**src/rtl/irrigacao_pkg.sv**
```systemverilog
// Shared definitions for the irrigation control path:
// state encoding and width used by the FSM and its consumers.
package irrigacao_pkg;

    localparam int unsigned ESTADO_W = 2;

    typedef enum logic [ESTADO_W-1:0] {
        OCIOSO    = 2'd0,
        IRRIGANDO = 2'd1,
        DESCANSO  = 2'd2,
        ALARME    = 2'd3
    } estado_t;

endpackage

```
**src/rtl/controle_irrigacao_sincronizador.sv**
```systemverilog
// Two-flop synchronizer for asynchronous sensor levels.
// Resets to 0 so a sensor reads inactive until sampled twice.
module sincronizador (
    input  logic clock,
    input  logic reset,
    input  logic d_i,
    output logic q_o
);

    logic meta_q;
    logic sinc_q;

    always_ff @(posedge clock or negedge reset) begin
        if (!reset) begin
            meta_q <= 1'b0;
            sinc_q <= 1'b0;
        end else begin
            meta_q <= d_i;
            sinc_q <= meta_q;
        end
    end

    assign q_o = sinc_q;

endmodule

```
**src/rtl/controle_irrigacao.sv**
```systemverilog
// Irrigation controller: timed watering, mandatory rest,
// manual stop and latched tank-empty alarm driving the pump.
module controle_irrigacao
    import irrigacao_pkg::*;
#(
    parameter int unsigned TICK_DIV = 50_000_000,
    parameter int unsigned DURACAO  = 10,
    parameter int unsigned PAUSA    = 5,
    parameter int unsigned CONT_W   = 8
) (
    input  logic                clock,
    input  logic                reset,
    input  logic                botao_pulso,
    input  logic                umidade_baixa,
    input  logic                tanque_vazio,
    output logic                bomba,
    output logic                alarme,
    output logic [ESTADO_W-1:0] estado,
    output logic [CONT_W-1:0]   tempo_restante
);

    localparam int unsigned PW =
        (TICK_DIV > 1) ? $clog2(TICK_DIV) : 1;
    localparam logic [PW-1:0]     PRESC_MAX = PW'(TICK_DIV - 1);
    localparam logic [CONT_W-1:0] T_IRR     = CONT_W'(DURACAO);
    localparam logic [CONT_W-1:0] T_DESC    = CONT_W'(PAUSA);
    localparam logic [CONT_W-1:0] UM        = CONT_W'(1);

    logic tanque_s;
    logic seco_s;

    sincronizador u_sinc_tanque (
        .clock (clock),
        .reset (reset),
        .d_i   (tanque_vazio),
        .q_o   (tanque_s)
    );

    sincronizador u_sinc_umidade (
        .clock (clock),
        .reset (reset),
        .d_i   (umidade_baixa),
        .q_o   (seco_s)
    );

    estado_t           estado_q, estado_d;
    logic [PW-1:0]     presc_q, presc_d;
    logic [CONT_W-1:0] tempo_q, tempo_d;
    logic              bomba_q, bomba_d;
    logic              alarme_q, alarme_d;
    logic              temporizado;
    logic              tick;
    logic              fim;

    assign temporizado = (estado_q == IRRIGANDO) ||
                         (estado_q == DESCANSO);
    assign tick = temporizado && (presc_q == PRESC_MAX);
    assign fim  = tick && (tempo_q == UM);

    always_comb begin
        estado_d = estado_q;
        tempo_d  = tempo_q;
        presc_d  = presc_q;
        if (temporizado) begin
            presc_d = tick ? '0 : presc_q + PW'(1);
        end
        unique case (estado_q)
            OCIOSO: begin
                if (tanque_s) begin
                    estado_d = ALARME;
                end else if (botao_pulso || seco_s) begin
                    estado_d = IRRIGANDO;
                    tempo_d  = T_IRR;
                    presc_d  = '0;
                end
            end
            IRRIGANDO: begin
                if (tanque_s) begin
                    estado_d = ALARME;
                    tempo_d  = '0;
                end else if (botao_pulso || fim) begin
                    estado_d = DESCANSO;
                    tempo_d  = T_DESC;
                    presc_d  = '0;
                end else if (tick) begin
                    tempo_d = tempo_q - UM;
                end
            end
            DESCANSO: begin
                if (tanque_s) begin
                    estado_d = ALARME;
                    tempo_d  = '0;
                end else if (fim) begin
                    estado_d = OCIOSO;
                    tempo_d  = '0;
                end else if (tick) begin
                    tempo_d = tempo_q - UM;
                end
            end
            ALARME: begin
                tempo_d = '0;
                // Only a press with the tank refilled clears the alarm
                if (botao_pulso && !tanque_s) begin
                    estado_d = OCIOSO;
                end
            end
            default: begin
                estado_d = OCIOSO;
                tempo_d  = '0;
            end
        endcase
        bomba_d  = (estado_d == IRRIGANDO);
        alarme_d = (estado_d == ALARME);
    end

    always_ff @(posedge clock or negedge reset) begin
        if (!reset) begin
            estado_q <= OCIOSO;
            presc_q  <= '0;
            tempo_q  <= '0;
            bomba_q  <= 1'b0;
            alarme_q <= 1'b0;
        end else begin
            estado_q <= estado_d;
            presc_q  <= presc_d;
            tempo_q  <= tempo_d;
            bomba_q  <= bomba_d;
            alarme_q <= alarme_d;
        end
    end

    assign estado         = estado_q;
    assign bomba          = bomba_q;
    assign alarme         = alarme_q;
    assign tempo_restante = tempo_q;

endmodule
```
**config.mk**
```make
export PLATFORM = sky130hd
export DESIGN_NAME = controle_irrigacao
export DESIGN_NICKNAME = d
export VERILOG_FILES = /design/src/rtl/irrigacao_pkg.sv /design/src/rtl/controle_irrigacao_sincronizador.sv /design/src/rtl/controle_irrigacao.sv
export SDC_FILE = /design/constraint.sdc
export NUM_CORES = 1
export LEC_CHECK = 0
export ABC_CLOCK_PERIOD_IN_PS = 2600
export CAP_MARGIN = 30
export CORE_MARGIN = 5
export CORE_UTILIZATION = 40
export CTS_CLUSTER_DIAMETER = 80
export DETAILED_ROUTE_END_ITERATION = 10
export DONT_BUFFER_PORTS = 1
export GPL_ROUTABILITY_DRIVEN = 0
export PLACE_DENSITY = 0.6
export SYNTH_ARGS = -nofsm -noshare
export SYNTH_HDL_FRONTEND = slang
export SYNTH_SLANG_ARGS = --single-unit
```
**constraint.sdc**
```tcl
create_clock -name clock -period 2.6 [get_ports clock]
set_input_delay 0.52 -clock clock [delete_from_list [all_inputs] [get_ports clock]]
set_output_delay 0.52 -clock clock [all_outputs]
set_load 0.05 [all_outputs]
```
==> key figures, run 1 <==
Floorplanning
  • Row cnt: 28
  • Die height: 88.3 microns
  • Die X: 88.3 microns
  • Die footprint: just under 8000 sq um
  • Total core area: roughly 6000 sq um
  • Starting Density: around two fifths
  • I/O Pins: 17

Critical path
  • Crit-path max FO: 6
  • Largest delay share family, worst path: simple AND/OR/NAND/NOR gates
  • CP Data Arrival Time: 2.58 ns
  • Required @ worst endpoint: 2.80 ns
  • Crit start category: flop
  • Worst reg2reg setup slack: 0.23 ns
  • Slowest CP cell: or4_2
  • Setup CP Type: reg -> reg
  • Reg2reg path depth: 6
  • Worst-path cell chain: ha_1, nand4_1, or4_2, nor3_4, o21ai_2, a211oi_2
  • Worst r2r src: presc_q[0]
  • Max incr delay on CP: 0.77 ns
  • R2R Path End: alarme
  • Nature of the critical path endpoint: flop
  • CP Buf/Inv Count: 0

Yosys
  • Number of synthesized flops with an enable pin: 0
  • Post-Syn Nets: 281
  • Synth async-reset ratio: 100%
  • Synth Area per Inst: 9.12 sq um
  • #FFs+latches synth: 42
  • Synth Cell Area: around 2500 sq um
  • Warnings from Yosys: 0
  • Synth top area share: 42.9%
  • Main synth FF type: dfrtp_1
  • Cell count after synthesis: 269
  • Leading area contributor after synthesis: dfrtp_1
  • Post-synthesis sequential area ratio: 42.9%
  • Largest cells by area after synthesis: dfrtp_1 43%, nor2_1 6.7%, xor2_1 5.0%
  • Yosys cell types: 48

Timing
  • Slew headroom: between 50 and 60%
  • Sum of negative setup slack: 0 ns
  • Slew Viols, Final: 0
  • F_max: roughly 420 MHz
  • Hold Slack: roughly 0.055 ns
  • Final setup viols: 0
  • Final worst-path cycle share: 91.2%
  • RSZ-0062 raised after global routing: false
  • Fin. Hold Viols: 0
  • Clk_skew: 0.00936 ns
  • PnR worst setup slack: 0.228 ns
  • Final min period: 2.37 ns
  • Slew @ Worst Pin: roughly 0.6 ns

Cells and area
  • Commonest non-fill, non-tap cell in the layout: nor2_1
  • Area Overhead vs Synth: 11.6%
  • Layout cells sized above 1: 13.3%
  • Non-Filler Instances: about 360
  • Most frequent cells in the layout: 44 x nor2_1, 42 x dfrtp_1, 17 x nand3_1
  • Layout Nets: 297
  • ANT cells: 0

Route
  • 1st-iter DRT viols: 144
  • DRC errors left: 0
  • Drt via density: 5.43
  • Vias: 1962
  • Routed WL: approximately 5500 microns
  • Post-route antenna net violation count: 0
  • DR WL/cell: 15.1 microns
  • First drt pass iteration count: 4

Placed design
  • Placed Cells: 352
  • Dpl hpwl: 3910 microns
  • Number of I/O port buffers: 0
  • Place WS: 0.254 ns

Global routing
  • Pin count of the biggest net entering global routing: between 40 and 50
  • Tot GR Track Use: 15.4%
  • First-pass GRT wire length: 9430 microns
  • Antenna violations before repair: 0
  • Vias in the first global route: slightly below 2000
  • Total congestion overflow: 0

Clock tree
  • Clock Pin Slew Worst Setup and Hold Paths: 0.08 ns
  • Clk Latency, worst-skew pair: 0.29 ns
  • CTS Buffer Depth: 2
  • Clock sink total: 42
  • CTS root buf: clkbuf_8
  • CTS tree: yes
  • Total CTS buffers: 5
  • H-tree levels: 2

Run status
  • Outcome: finished, final reports clean

Power and ir drop
  • Cell-internal power: 1.29 mW
  • Comb power frac: 41.6%
  • Total design power: approximately 2.2 mW
  • NetSw: 0.964 mW
  • Pwr dens: 822 nW/um^2
  • Clock share of power: between 10% and 20%
  • LEAKAGE: roughly 1.2 nW
  • Peak supply drop: 401 uV
  • Switching share of power: about 43%
  • Sequential share of power: around two fifths

Hold path
  • HP Class: in -> async

Run
  • Max cap viols: 0
what timing repair did:
action	CTS	global route
gates resized for setup	0	0
hold endpoints to repair	42	0
hold buffers	1	0
buffers inserted	0	0
metal layers:
| layer | wire (microns) | vias up | part of all wire, % | track usage (%) |
|---|---|---|---|---|
| li1 | - | 979 | - | - |
| met4 | 85 | 0 | 1.6 | 4.95 |
| met5 | 0 | - | 0 | 0 |
| met1 | 2550 | 940 | 47 | 20.8 |
| met2 | 2610 | 34 | 48 | 24.8 |
| met3 | 210 | 9 | 3.9 | 3.26 |
how the worst max path moves through the flow:
stage | start | end | slack, ns | cells after the start
CTS | presc_q[0] | alarme | 0.23 | 6
global placement | presc_q[0] | alarme | 0.24 | 6
finish | presc_q[0] | alarme | 0.23 | 6
detailed placement | presc_q[7] | alarme | 0.25 | 5
floorplan | estado[1] | tempo_restante[5] | 0.02 | 7
global route | presc_q[0] | alarme | 0.05 | 6
final cells by class:
cell class | count | area (sq um)
fill | 591 | 3220
multi-input combinational | 206 | 1320
sequential | 42 | 1050
timing repair buffer | 15 | 125
tap | 75 | 93.8
clock buffer | 7 | 86.3
inverter | 15 | 56.3
clock inverter | 1 | 5.00
logic make-up (layout without fill, tap and decap cells):
| family | after synthesis | after routing | synth area share [%] |
|---|---|---|---|
| AND/OR/NAND/NOR | 131 | 131 | 29.5 |
| AO/OA/AOI/OAI | 42 | 42 | 11.4 |
| flip-flops | 42 | 42 | 42.9 |
| XOR/XNOR | 25 | 25 | 8.93 |
| buffers and inverters | 21 | 38 | 3.37 |
| adder cells (fa/ha/maj) | 7 | 7 | 3.57 |
| multiplexers | 1 | 1 | 0.408 |
registers in the layout, indices dropped and copies added (netlist names):
signal / flops
u_sinc_tanque.q_o: 1
u_sinc_umidade.q_o: 1
presc_q: 26
estado: 2
bomba: 1
tempo_restante: 8
u_sinc_tanque.meta_q: 1
alarme: 1
u_sinc_umidade.meta_q: 1
worst reg2reg max path: stages, from the launching register on:
cell and delay (ns):
dfrtp_1 0.44, ha_1 0.23, nand4_1 0.19, or4_2 0.77, nor3_4 0.30, o21ai_2 0.10
a211oi_2 0.26
metrics by stage:
step	instance area (sq um)	util, %
after CTS	2740	45.9
after global placement	2630	44.1
after global routing	2740	45.9
after detailed placement	2630	44.1
after floorplan	2450	-
final	2740	45.9
power groups by stage:
stage                     Combinational [mW]  Sequential [mW]  Clock [mW]
final                                  0.936            0.881       0.432
after global routing                    1.05            0.898       0.477
after CTS                              0.938            0.881       0.446
after detailed placement               0.914            0.894           0
after global placement                 0.926            0.892           0
after floorplan                        0.568            0.975           0
cells in the mapped netlist, types with 2 or more instances:
cell type  number
xnor2_1        11
nor3_1          7
or2_2           2
nand2b_1        5
xor2_1         14
nand4_1        14
dfrtp_1        42
a21oi_1        13
buf_2           3
o21ai_0         8
o2bb2a_1        2
o211ai_1        3
or3b_2          2
or3_1           2
a211oi_1        2
and3_1          4
nor2_1         44
nor4_4          2
nor4_1          2
ha_1            7
clkbuf_1        3
inv_1          15
a31oi_1         4
nand3_1        17
or4_4           2
nand2_1        14
and2_1          4
Note: power is estimated with default switching activity, not from simulation.
==> run 2, diff against run 1 <==
CORE_MARGIN = 1   (was 5)
==> key figures, run 2 (synthesis gave the netlist of run 1 again) <==
Cells and area
  • Layout Nets: 296 (-0.34%)
  • Most frequent cells in the layout: 44 x nor2_1, 42 x dfrtp_1, 17 x nand3_1
  • Commonest non-fill, non-tap cell in the layout: nor2_1
  • Final instance area: 2720 sq um (-0.46%)
  • Max FFs per register: 26 (unchanged)
  • Final Util: 46.0% (+0.061 points)
  • Filler Cells Inserted: 584 (-1.2%)
  • Area Overhead vs Synth: 11.1%
  • Area of the multi-input gates: 1320 sq um (unchanged)
  • ANT cells: 0 (unchanged)
  • Non-Filler Instances: 360 (-0.28%)
  • Seq. cell area: 1050 sq um (unchanged)
  • Largest Register: presc_q
  • Layout cells sized above 1: 13.0% (-0.30 points)

Global routing
  • GRT met3 Usage: 4.20% (+0.95 points)
  • Antenna violations before repair: 0 (unchanged)
  • GRT busiest layer: met2
  • First-pass GRT wire length: 9450 microns (+0.15%)
  • Total congestion overflow: 0 (unchanged)
  • Met2 Track Usage GR: 31.2% (+6.4 points)
  • GR Util met1: 25.5% (+4.7 points)
  • Pin count of the biggest net entering global routing: 43 (unchanged)
  • Vias in the first global route: 1952 (+0.98%)
  • Tot GR Track Use: 19.3% (+3.9 points)

Critical path
  • Setup CP Type: reg -> reg
  • Required @ worst endpoint: 2.77 ns (-0.03 ns)
  • Nature of the critical path endpoint: flop
  • Crit start category: flop
  • Crit-path max FO: 24 (+18)
  • CP Data Arrival Time: 2.54 ns (-0.04 ns)

Floorplanning
  • I/O Pins: 17 (unchanged)
  • Die X: 80.3 microns (-9.1%)
  • Row cnt: 28 (unchanged)
  • Starting Density: 41.4% (+0.24 points)
  • Die footprint: 6450 sq um (-17%)
  • Total core area: 5920 sq um (-0.59%)
  • Die height: 80.3 microns (-9.1%)

Timing
  • Fin. Hold Viols: 0 (unchanged)
  • Final setup viols: 0 (unchanged)
  • Slew @ Worst Pin: 0.608 ns (+0.00610 ns)
  • Slew Viols, Final: 0 (unchanged)
  • Clk_skew: 0.00949 ns (+0.000124 ns)
  • Final worst-path cycle share: 90.9% (-0.34 points)
  • RSZ-0062 raised after global routing: false
  • Sum of negative setup slack: 0 ns (unchanged)
  • F_max: 423 MHz (+0.38%)
  • Slew headroom: 59.2% (-0.29 points)
  • Final min period: 2.36 ns (-0.00892 ns)

Placed design
  • Dpl hpwl: 3820 microns (-2.4%)
  • Post-DP Area: 2620 sq um (-0.29%)
  • Placed Cells: 351 (-0.28%)
  • Number of I/O port buffers: 0 (unchanged)

Route
  • First drt pass iteration count: 4 (unchanged)
  • DRC errors left: 0 (unchanged)
  • 1st-iter DRT viols: 102 (-29%)
  • Vias: 1929 (-1.7%)
  • Post-route antenna net violation count: 0 (unchanged)
  • Routed WL: 5340 microns (-2.1%)
  • DR WL/cell: 14.8 microns (-1.8%)
  • Drt via density: 5.36 (-1.4%)

Power and ir drop
  • Total design power: 2.20 mW (-2.1%)
  • Peak supply drop: 428 uV (+6.5%)
  • LEAKAGE: 1.19 nW (-0.77%)
  • Pwr dens: 809 nW/um^2 (-1.6%)

Clock tree
  • CTS tree: yes
  • CTS Buffer Depth: 2 (unchanged)
  • Total CTS buffers: 5 (unchanged)
  • Clk Latency, worst-skew pair: 0.29 ns (about the same)
  • Clock sink total: 42 (unchanged)
  • Clock Pin Slew Worst Setup and Hold Paths: 0.09 ns (about the same)
  • H-tree levels: 2 (unchanged)
  • CTS root buf: clkbuf_8

Run status
  • Outcome: finished, final reports clean

Run
  • Max cap viols: 0 (unchanged)

Hold path
  • HP Class: in -> async
==> run 2: cell count changes in the layout (fill, tap and decap cells not counted) <==
| cell | previous run | this run |
|---|---|---|
| buf_4 | 14 | 13 |
| clkbuf_8 | 6 | 5 |
| clkinv_4 | 0 | 1 |
==> run 2: final cells by class <==
cell class / count / share of cell area [%]
clock buffers: 6 / 2.66
flip-flops and latches: 42 / 38.6
repair buffers: 14 / 4.32
clock inverters: 2 / 0.505
multi-input cells: 206 / 48.4
well taps: 75 / 3.45
inverters: 15 / 2.07
==> run 2: worst paths after layout <==
check                      depth (start not counted)  slack (ns)            startpoint                   end
min                                                1        0.07                 reset     tempo_restante[4]
max reg2reg                                        6        0.24            presc_q[7]            presc_q[6]
max in group asynchronous                          1        2.33                 reset             estado[0]
min in group clock                                 0        0.25          tanque_vazio  u_sinc_tanque.meta_q
max                                                6        0.24            presc_q[7]            presc_q[6]
min reg2reg                                        0        0.35  u_sinc_tanque.meta_q     u_sinc_tanque.q_o
==> run 2: critical path, stage by stage (launching register included) <==
cell and delay, ns:
dfrtp_1 0.44, or4_4 0.58, nor4_4 0.45, nand2_1 0.28, nand2_1 0.13, buf_4 0.27, nor2_1 0.08
==> run 2: repair_timing <==
item,CTS,global route
resized for setup,0,0
buffers inserted,0,0
hold endpoints to repair,42,0
hold buffers,1,0
==> run 2: report_power, final <==
group	internal (mW)	switching, mW	leakage (nW)
logic	0.325	0.575	0.578
clock network	0.190	0.224	0.0452
registers	0.731	0.158	0.565
total	1.25	0.957	1.19
==> run 2: metal layers <==
| layer | vias to the layer above | part of all wire, % |
|---|---|---|
| met5 | - | 0 |
| met4 | 0 | 1.1 |
| met3 | 5 | 4.1 |
| met2 | 37 | 47 |
| met1 | 903 | 48 |
| li1 | 984 | - |
==> run 2: through the flow <==
stage	hold WS, ns	setup slack, ns
6_report	0.0714	0.237
5_1_grt	0.0748	0.0477
4_1_cts	0.0683	0.216
3_5_place_dp	0.225	0.231
3_3_place_gp	0.225	0.261
2_1_floorplan	0.224	0.0220
